--- src/rtl/sdram_arbiter.sv ---
`default_nettype none
// ----------------------------------------------------------------------------
// sdram_arbiter: round-robin sharing of one as4c4m16sa SDRAM controller.
// Rev 1.0
// ----------------------------------------------------------------------------
module sdram_arbiter #(
    parameter int NUM_PORTS      = 4,
    parameter int TIMEOUT_CYCLES = 4096,
    parameter int SETTLE_CYCLES  = 16
) (
    input  logic                      clk,
    input  logic                      reset_n,
    input  logic [2*NUM_PORTS-1:0]    req_command,
    input  logic [22*NUM_PORTS-1:0]   req_address,
    input  logic [16*NUM_PORTS-1:0]   req_write_data,
    output logic [NUM_PORTS-1:0]      grant,
    output logic [NUM_PORTS-1:0]      wr_advance,
    output logic [NUM_PORTS-1:0]      rd_valid,
    output logic [15:0]               rd_data,
    output logic [NUM_PORTS-1:0]      op_done,
    output logic [NUM_PORTS-1:0]      op_error,
    output logic [1:0]                ctrl_command,
    output logic [21:0]               ctrl_address,
    output logic [15:0]               ctrl_write_data,
    input  logic [15:0]               ctrl_data_read,
    input  logic                      ctrl_data_read_valid,
    input  logic                      ctrl_data_write_done
);
    localparam int PW = (NUM_PORTS > 1) ? $clog2(NUM_PORTS) : 1;
    localparam int TW = $clog2(TIMEOUT_CYCLES + 1);
    localparam int SW = $clog2(SETTLE_CYCLES + 1);

    typedef enum logic [2:0] {
        S_SETTLE  = 3'd0,
        S_IDLE    = 3'd1,
        S_ISSUE   = 3'd2,
        S_BURST   = 3'd3,
        S_RELEASE = 3'd4
    } state_t;

    state_t                r_state;
    logic [PW-1:0]         r_ptr;
    logic [PW-1:0]         r_owner;
    logic                  r_is_write;
    logic [TW-1:0]         r_tmo;
    logic [SW-1:0]         r_quiet;

    logic                  w_any_beat;
    logic                  w_first_beat;
    logic                  w_timeout;
    logic [NUM_PORTS-1:0]  w_req;
    logic                  w_found;
    logic [PW-1:0]         w_pick;
    logic [1:0]            w_pick_cmd;
    logic [21:0]           w_pick_addr;
    logic [NUM_PORTS-1:0]  w_pick_onehot;

    assign w_any_beat   = ctrl_data_read_valid | ctrl_data_write_done;
    assign w_first_beat = r_is_write ? ctrl_data_write_done : ctrl_data_read_valid;
    assign w_timeout    = ((r_state == S_ISSUE) || (r_state == S_BURST)) &&
                          (r_tmo == TW'(TIMEOUT_CYCLES - 1));

    // Commands 1 (write) and 2 (read) request; 0 and 3 are idle.
    generate
        for (genvar i = 0; i < NUM_PORTS; i++) begin : g_req
            assign w_req[i] = req_command[2*i] ^ req_command[2*i+1];
        end
    endgenerate

    always_comb begin
        w_found = 1'b0;
        w_pick  = '0;
        for (int k = 1; k <= NUM_PORTS; k++) begin
            if (!w_found && w_req[(int'(r_ptr) + k) % NUM_PORTS]) begin
                w_found = 1'b1;
                w_pick  = PW'((int'(r_ptr) + k) % NUM_PORTS);
            end
        end
    end

    always_comb begin
        w_pick_cmd    = '0;
        w_pick_addr   = '0;
        w_pick_onehot = '0;
        for (int i = 0; i < NUM_PORTS; i++) begin
            if (w_pick == PW'(i)) begin
                w_pick_cmd       = req_command[2*i +: 2];
                w_pick_addr      = req_address[22*i +: 22];
                w_pick_onehot[i] = 1'b1;
            end
        end
    end

    // Write data stays live so burst words follow the requester beat by beat.
    always_comb begin
        ctrl_write_data = '0;
        for (int i = 0; i < NUM_PORTS; i++) begin
            if (grant[i]) begin
                ctrl_write_data = req_write_data[16*i +: 16];
            end
        end
    end

    assign rd_valid   = grant & {NUM_PORTS{ctrl_data_read_valid}};
    assign wr_advance = grant & {NUM_PORTS{ctrl_data_write_done}};
    assign rd_data    = ctrl_data_read;

    always_ff @(posedge clk or negedge reset_n) begin
        if (!reset_n) begin
            r_state      <= S_SETTLE;
            r_ptr        <= PW'(NUM_PORTS - 1);
            r_owner      <= '0;
            r_is_write   <= 1'b0;
            r_tmo        <= '0;
            r_quiet      <= '0;
            grant        <= '0;
            op_done      <= '0;
            op_error     <= '0;
            ctrl_command <= '0;
            ctrl_address <= '0;
        end else begin
            op_done  <= '0;
            op_error <= '0;
            if (w_timeout) begin
                ctrl_command <= '0;
                op_done      <= grant;
                op_error     <= grant;
                grant        <= '0;
                r_ptr        <= r_owner;
                r_quiet      <= '0;
                r_state      <= S_SETTLE;
            end else begin
                case (r_state)
                    S_SETTLE: begin
                        if (w_any_beat) begin
                            r_quiet <= '0;
                        end else if (r_quiet == SW'(SETTLE_CYCLES - 1)) begin
                            r_quiet <= '0;
                            r_state <= S_IDLE;
                        end else begin
                            r_quiet <= r_quiet + 1'b1;
                        end
                    end
                    S_IDLE: begin
                        if (w_found) begin
                            grant        <= w_pick_onehot;
                            ctrl_command <= w_pick_cmd;
                            ctrl_address <= w_pick_addr;
                            r_is_write   <= (w_pick_cmd == 2'd1);
                            r_owner      <= w_pick;
                            r_tmo        <= '0;
                            r_state      <= S_ISSUE;
                        end
                    end
                    S_ISSUE: begin
                        r_tmo <= r_tmo + 1'b1;
                        // Dropping the command here stops a re-issue once the controller idles.
                        if (w_first_beat) begin
                            ctrl_command <= '0;
                            r_state      <= S_BURST;
                        end
                    end
                    S_BURST: begin
                        r_tmo <= r_tmo + 1'b1;
                        if (!w_any_beat) begin
                            r_state <= S_RELEASE;
                        end
                    end
                    S_RELEASE: begin
                        op_done <= grant;
                        grant   <= '0;
                        r_ptr   <= r_owner;
                        r_state <= S_IDLE;
                    end
                    default: r_state <= S_SETTLE;
                endcase
            end
        end
    end
endmodule
`default_nettype wire

--- config.mk ---
export PLATFORM = sky130hd
export DESIGN_NAME = sdram_arbiter
export DESIGN_NICKNAME = d
export VERILOG_FILES = /design/src/rtl/sdram_arbiter.sv
export SDC_FILE = /design/constraint.sdc
export NUM_CORES = 1
export LEC_CHECK = 0
export ABC_AREA = 1
export CAP_MARGIN = 15
export CORE_MARGIN = 2
export CORE_UTILIZATION = 30
export CTS_CLUSTER_DIAMETER = 80
export CTS_CLUSTER_SIZE = 28
export DETAILED_ROUTE_END_ITERATION = 10
export GPL_TIMING_DRIVEN = 1
export PLACE_DENSITY_LB_ADDON = 0.1
export SYNTH_ARGS = -nofsm -noshare
export SYNTH_HDL_FRONTEND = slang
export SYNTH_SLANG_ARGS = --single-unit
--- constraint.sdc ---
create_clock -name clk -period 3.24 [get_ports clk]
set_clock_uncertainty 0.2 [all_clocks]
set_input_delay 0.324 -clock clk [delete_from_list [all_inputs] [get_ports clk]]
set_output_delay 0.324 -clock clk [all_outputs]
set_load 0.05 [all_outputs]
# Word-level counts from Yosys, hierarchy flattened

Cells that the tools add are included.

Register bits after elaboration: 62
Output and inout bits: 76

Add/sub/neg operators: 6
Magnitude comparators: 4
Eq/ne operators: 16
Muxes and demuxes: 62
Bitwise logic cells: 12
Reductions and logical operators: 25

Operators with widths:

| operator                                               | number |
|---|---|
| two-way mux 22 bit                                     | 4 |
| two-way mux 16 bit                                     | 4 |
| two-way mux 2 bit                                      | 13 |
| case mux 13 bit (2 select lines)                       | 1 |
| two-way mux 4 bit                                      | 5 |
| two-way mux 5 bit                                      | 4 |
| two-way mux 3 bit                                      | 6 |
| two-way mux 1 bit                                      | 17 |
| < comparator 3 x 4 -> 1 bit (second input constant)    | 4 |
| inequality test 3 bit (second input constant)          | 5 |
| case mux 3 bit (5 select lines)                        | 1 |
| adder 13 x 1 -> 13 bit (second input constant)         | 1 |
| equality test 13 x 12 -> 1 bit (second input constant) | 1 |
| two-way mux 13 bit                                     | 1 |
| OR reduction 2 bit                                     | 5 |
| AND reduction 3 bit                                    | 3 |
| bitwise AND 4 bit                                      | 2 |
| binary-select mux 1 bit (select 2 bit)                 | 4 |
| case mux 4 bit (2 select lines)                        | 1 |
| equality test 3 x 2 -> 1 bit (second input constant)   | 2 |
| nonzero test 2 bit                                     | 3 |
| nonzero test 3 bit                                     | 2 |
| adder 5 x 1 -> 5 bit (second input constant)           | 1 |
| equality test 5 x 4 -> 1 bit (second input constant)   | 1 |
| other kinds (19)                                       | 34 |

# Logic depth before layout (Yosys ltp)

Word-level depth: 24
Mapped depth: 17
Mapped depth without buffers: 16

# Worst setup path before layout

Ideal clock, no wire load.

Path kind: flip-flop to output port
Start point: register grant[0]
End point: output port ctrl_write_data[10]
Data arrival time: 2.686 ns
Slack: 0.030 ns
Stages on the path, launching flop included: 6
Path buffers: 1
Cell sequence: dfrtp_1 -> inv_1 -> nor2_1 -> clkbuf_1 -> a221oi_1 -> o31ai_1

Word-level cells in the longest chain between the ends: 4

Ends and longest elaborated chain:

| what                            | RTL line | text |
|---|---|---|
| start: declaration              | 16       | `output logic [NUM_PORTS-1:0] grant,` |
| start signal: assignment        | 146      | `grant <= w_pick_onehot;` |
| two-way mux 16 bit (4 in a row) | 98       | `if (grant[i]) begin` |
| end: declaration                | 24       | `output logic [15:0] ctrl_write_data,` |

Every way passes these cells.

# Final worst setup path

Start point: register r_tmo[0]
End point: register grant[0]

Word-level cells in the longest chain between the ends: 4

Ends and longest elaborated chain:

| what                                                                  | RTL line | text |
|---|---|---|
| start: declaration                                                    | 45       | `logic [TW-1:0] r_tmo;` |
| start signal: assignment                                              | 156      | `r_tmo <= r_tmo + 1'b1;` |
| start signal: assignment                                              | 164      | `r_tmo <= r_tmo + 1'b1;` |
| equality test 13 x 12 -> 1 bit *                                      | 61       | `(r_tmo == TW'(TIMEOUT_CYCLES - 1));` |
| logical AND 1 bit *                                                   | 60       | `assign w_timeout = ((r_state == S_ISSUE) \|\| (r_state == S_BURST)) &&` |
| inequality test 3 bit (no line) or nonzero test 3 bit (tied branches) | --       |  |
| AND reduction 2 bit (no line)                                         | --       |  |

Every way passes the cells marked *; elsewhere a longest branch is shown, timed or not.
A chain may end at the register's enable or synchronous reset.

==> impl_metrics.csv <==
group,metric,value,unit
setup_path,critPathBufInv,3,
routing,vias_per_cell,4.94,
clock_network,cts_buffer_depth,2,
pwr,powerDensity,1070,nW/µm²
cells_and_area,drive_gt1_share,8.77,%
synthesis,synth.distinct_cells,42,
cells_and_area,fill_cells,1439,
sta,slew_headroom,47.9,%
setup_path,critical_path_class,"flop to flop",
setup_path,cp.required,3.26,ns
setup_path,end_kind,"flop",
synthesis,synth_seq_area_share,34.2,%
synthesis,avgSynthCellArea,6.81,µm²
global_route,grt_start_max_net_pins,39,
setup_path,path_max_fanout,9,
sta,drv_slew,0,
cells_and_area,antenna_cells,0,
floorplanning,core,14600,µm²
place,placedInstanceArea,7000,µm²
place,portBuffers,223,
sta,rsz0062_at_grt,"false",
floorplanning,die_h,127,µm
global_route,grt_pass1_vias,5279,
setup_path,ff2ff_setup_slack,0.35,ns
global_route,grt_usage,19.9,%
global_route,antenna_found_initial,0,
clock_network,cts-root-buf,"clkbuf_16",
cells_and_area,area_growth,62.0,%
cells_and_area,layout.cells.non_filler,1062,
routing,detail-route-antenna-nets,0,
setup_path,max_stage_delay,0.60,ns
floorplanning,dieArea,16100,µm²
pwr,p_leak,3.38,nW
setup_path,arrival,2.92,ns
sta,setup_viol,0,
place,hpwl,12500,µm
global_route,grt-ovfl-total,0,
setup_path,r2r_start,"r_tmo[0]$_DFFE_PN0P_",
clock_network,ctsHtreeMaxLevel,3,
routing,routed_wl,15900,µm
setup_path,path_delay_family,"compound AO/OA/AOI/OAI gates",
sta,hold_viol,0,
pwr,power,7.89,mW
setup_path,path_cells,"ha_1, inv_1, nor2_1, nand4_1, inv_1, nand3_1, inv_1, a21oi_1, a21oi_1, o21ai_0",
synthesis,yosys_warnings,0,
sta,worstMarginPinSlew,0.781,ns
floorplanning,rows,44,
floorplanning,pin_count,256,
routing,wl_per_cell,15.0,µm
routing,post-route-drc-count,0,
clock_network,clk-insertion-delay-late,0.33,ns
flow_run,cap_violations,0,
setup_path,cp_common_cell,"inv_1",
synthesis,synth.net_count,849,
global_route,grt_first_pass_wirelength,25700,µm
setup_path,r2r_end,"grant[0]$_DFFE_PN0P_",
clock_network,cts_tree,"yes",
sta,fin_setup_tns,0,ns
sta,fmax,346,MHz
pwr,vdd_drop_max,0.423,mV
setup_path,ff2ff_path_depth,10,
routing,vias,5247,
synthesis,ys_seq_elements,62,
hold_path,hold_class,"input pin to async pin",
cells_and_area,layout.nets,1056,
clock_network,path_clk_slew,0.05,ns
sta,fin_crit,2.89,ns
synthesis,synthCells,667,
clock_network,numCtsBuffers,9,
clock_network,clock-sinks,62,
setup_path,slowest_stage,"a21oi_1",
synthesis,syn_area,4540,µm²
routing,drt_iter0_markers,227,
clock_network,cts_resized,0,
routing,drt-pass1-iter-count,4,
setup_path,start_kind,"flop",
place,place_inst,1046,
place,routabilityCongestion,0.890,
cells_and_area,post-route-cell-area,7350,µm²
floorplanning,die_w,127,µm
outcome,run_status,"finished, final reports clean",
sta,final.period_utilization,89.3,%
floorplanning,floorplan.initialDensity,31.0,%
through the flow:
stage / worst slack, ns / hold WS [ns] / utilization [%]
after floorplan: 0.0297 / -0.172 / -
after global placement: 0.374 / -0.0523 / 47.8
after detailed placement: 0.234 / -0.0506 / 47.8
after CTS: 0.348 / 0.159 / 50.2
after global routing: 0.0763 / 0.175 / 50.2
final: 0.347 / 0.168 / 50.2
cell families after synthesis:
logic type / after synthesis / synth area share [%]
simple gates: 352 / 34.2
buf+inv: 127 / 13.4
compound gates: 117 / 15.7
flops: 62 / 34.2
xor+xnor: 7 / 1.93
fa+ha+maj: 2 / 0.551
power by group:
group	switching [mW]	internal, mW	total (mW)
Clock	0.338	0.766	1.10
Sequential	0.242	1.03	1.27
Combinational	3.54	1.98	5.52
how the worst max path moves through the flow:
stage                               from                      endpoint  cells past startpoint
finish              r_tmo[0]$_DFFE_PN0P_          grant[0]$_DFFE_PN0P_                     10
global route        r_tmo[0]$_DFFE_PN0P_          grant[0]$_DFFE_PN0P_                     10
CTS                 r_ptr[0]$_DFFE_PN1P_  ctrl_address[16]$_DFFE_PN0P_                     14
detailed placement        req_command[6]  ctrl_address[16]$_DFFE_PN0P_                     15
global placement    r_tmo[0]$_DFFE_PN0P_          grant[0]$_DFFE_PN0P_                     10
floorplan           grant[0]$_DFFE_PN0P_           ctrl_write_data[10]                      5
repair_timing:
| item | in CTS | in global routing |
|---|---|---|
| hold endpoints to repair | 60 | 0 |
| hold buffers | 1 | 0 |
| buffers inserted | 0 | 0 |
flip-flops by register name, indices dropped and copies added, names as in the netlist, 3 cells and up:
register / flops
op_done: 4
r_state: 3
r_quiet: 5
grant: 4
r_tmo: 13
op_error: 4
ctrl_address: 22
routing by layer:
| metal | part of all wire (%) | GRT usage, % | wire, µm |
|---|---|---|---|
| met1 | 40 | 23.2 | 6430 |
| met3 | 9.7 | 6.07 | 1550 |
| met2 | 47 | 34.2 | 7540 |
| met5 | 0 | 0 | 0 |
| met4 | 2.6 | 8.34 | 413 |
layout by cell type (no fill, tap or decap), types with 3 or more instances in the layout:
cell	count
nand2_1	208
clkdlybuf4s50_1	206
inv_1	71
nand3_1	64
dfrtp_1	60
nor2_1	44
o21ai_0	36
o21ai_1	27
o31ai_1	19
buf_4	19
a221oi_1	16
buf_12	16
a21oi_1	10
clkbuf_16	9
nor3_1	7
nand4_1	6
inv_2	6
nand3b_1	6
nand2_2	5
xor2_1	5
o211ai_1	3
bufinv_16	3
layout make-up:
class	count	area, µm²	share of cell area [%]
clock inverters	4	95.1	1.29
flip-flops and latches	62	1550	21.1
clock buffers	11	243	3.30
multi-input cells	478	2380	32.4
well taps	184	230	3.13
inverters	80	305	4.15
repair buffers	243	2540	34.5
Yosys cell counts:
cell	n	area, µm²
nand3_1	64	320
clkinv_1	1	3.75
a221oi_1	16	140
xor2_1	5	43.8
nand3b_1	6	45.0
o22ai_1	2	12.5
nor2_2	1	6.26
o31ai_1	19	143
buf_1	1	3.75
inv_4	2	12.5
buf_2	10	50.1
nand4_1	6	37.5
inv_1	71	267
nand2_2	5	31.3
nor3_4	1	16.3
nor3_2	1	10.0
buf_4	17	128
o211ai_1	3	22.5
inv_2	6	22.5
o32ai_1	2	17.5
ha_1	2	25.0
nand2_4	2	22.5
a31oi_1	1	6.26
clkbuf_1	10	37.5
o21ai_0	36	180
dfstp_2	2	52.6
buf_6	6	67.6
o21ai_1	27	135
nor4_1	2	12.5
xnor2_4	1	27.5
nor3_1	7	35.0
nor2_1	44	165
nor2_4	1	11.3
dfrtp_1	60	1500
nand3b_4	1	20.0
nand3_2	2	20.0
a21boi_0	1	7.51
a21oi_1	10	50.1
nand3_4	1	17.5
nand2_1	208	781
xor2_2	1	16.3
clkbuf_2	3	15.0
(Power assumes the default switching activity.)
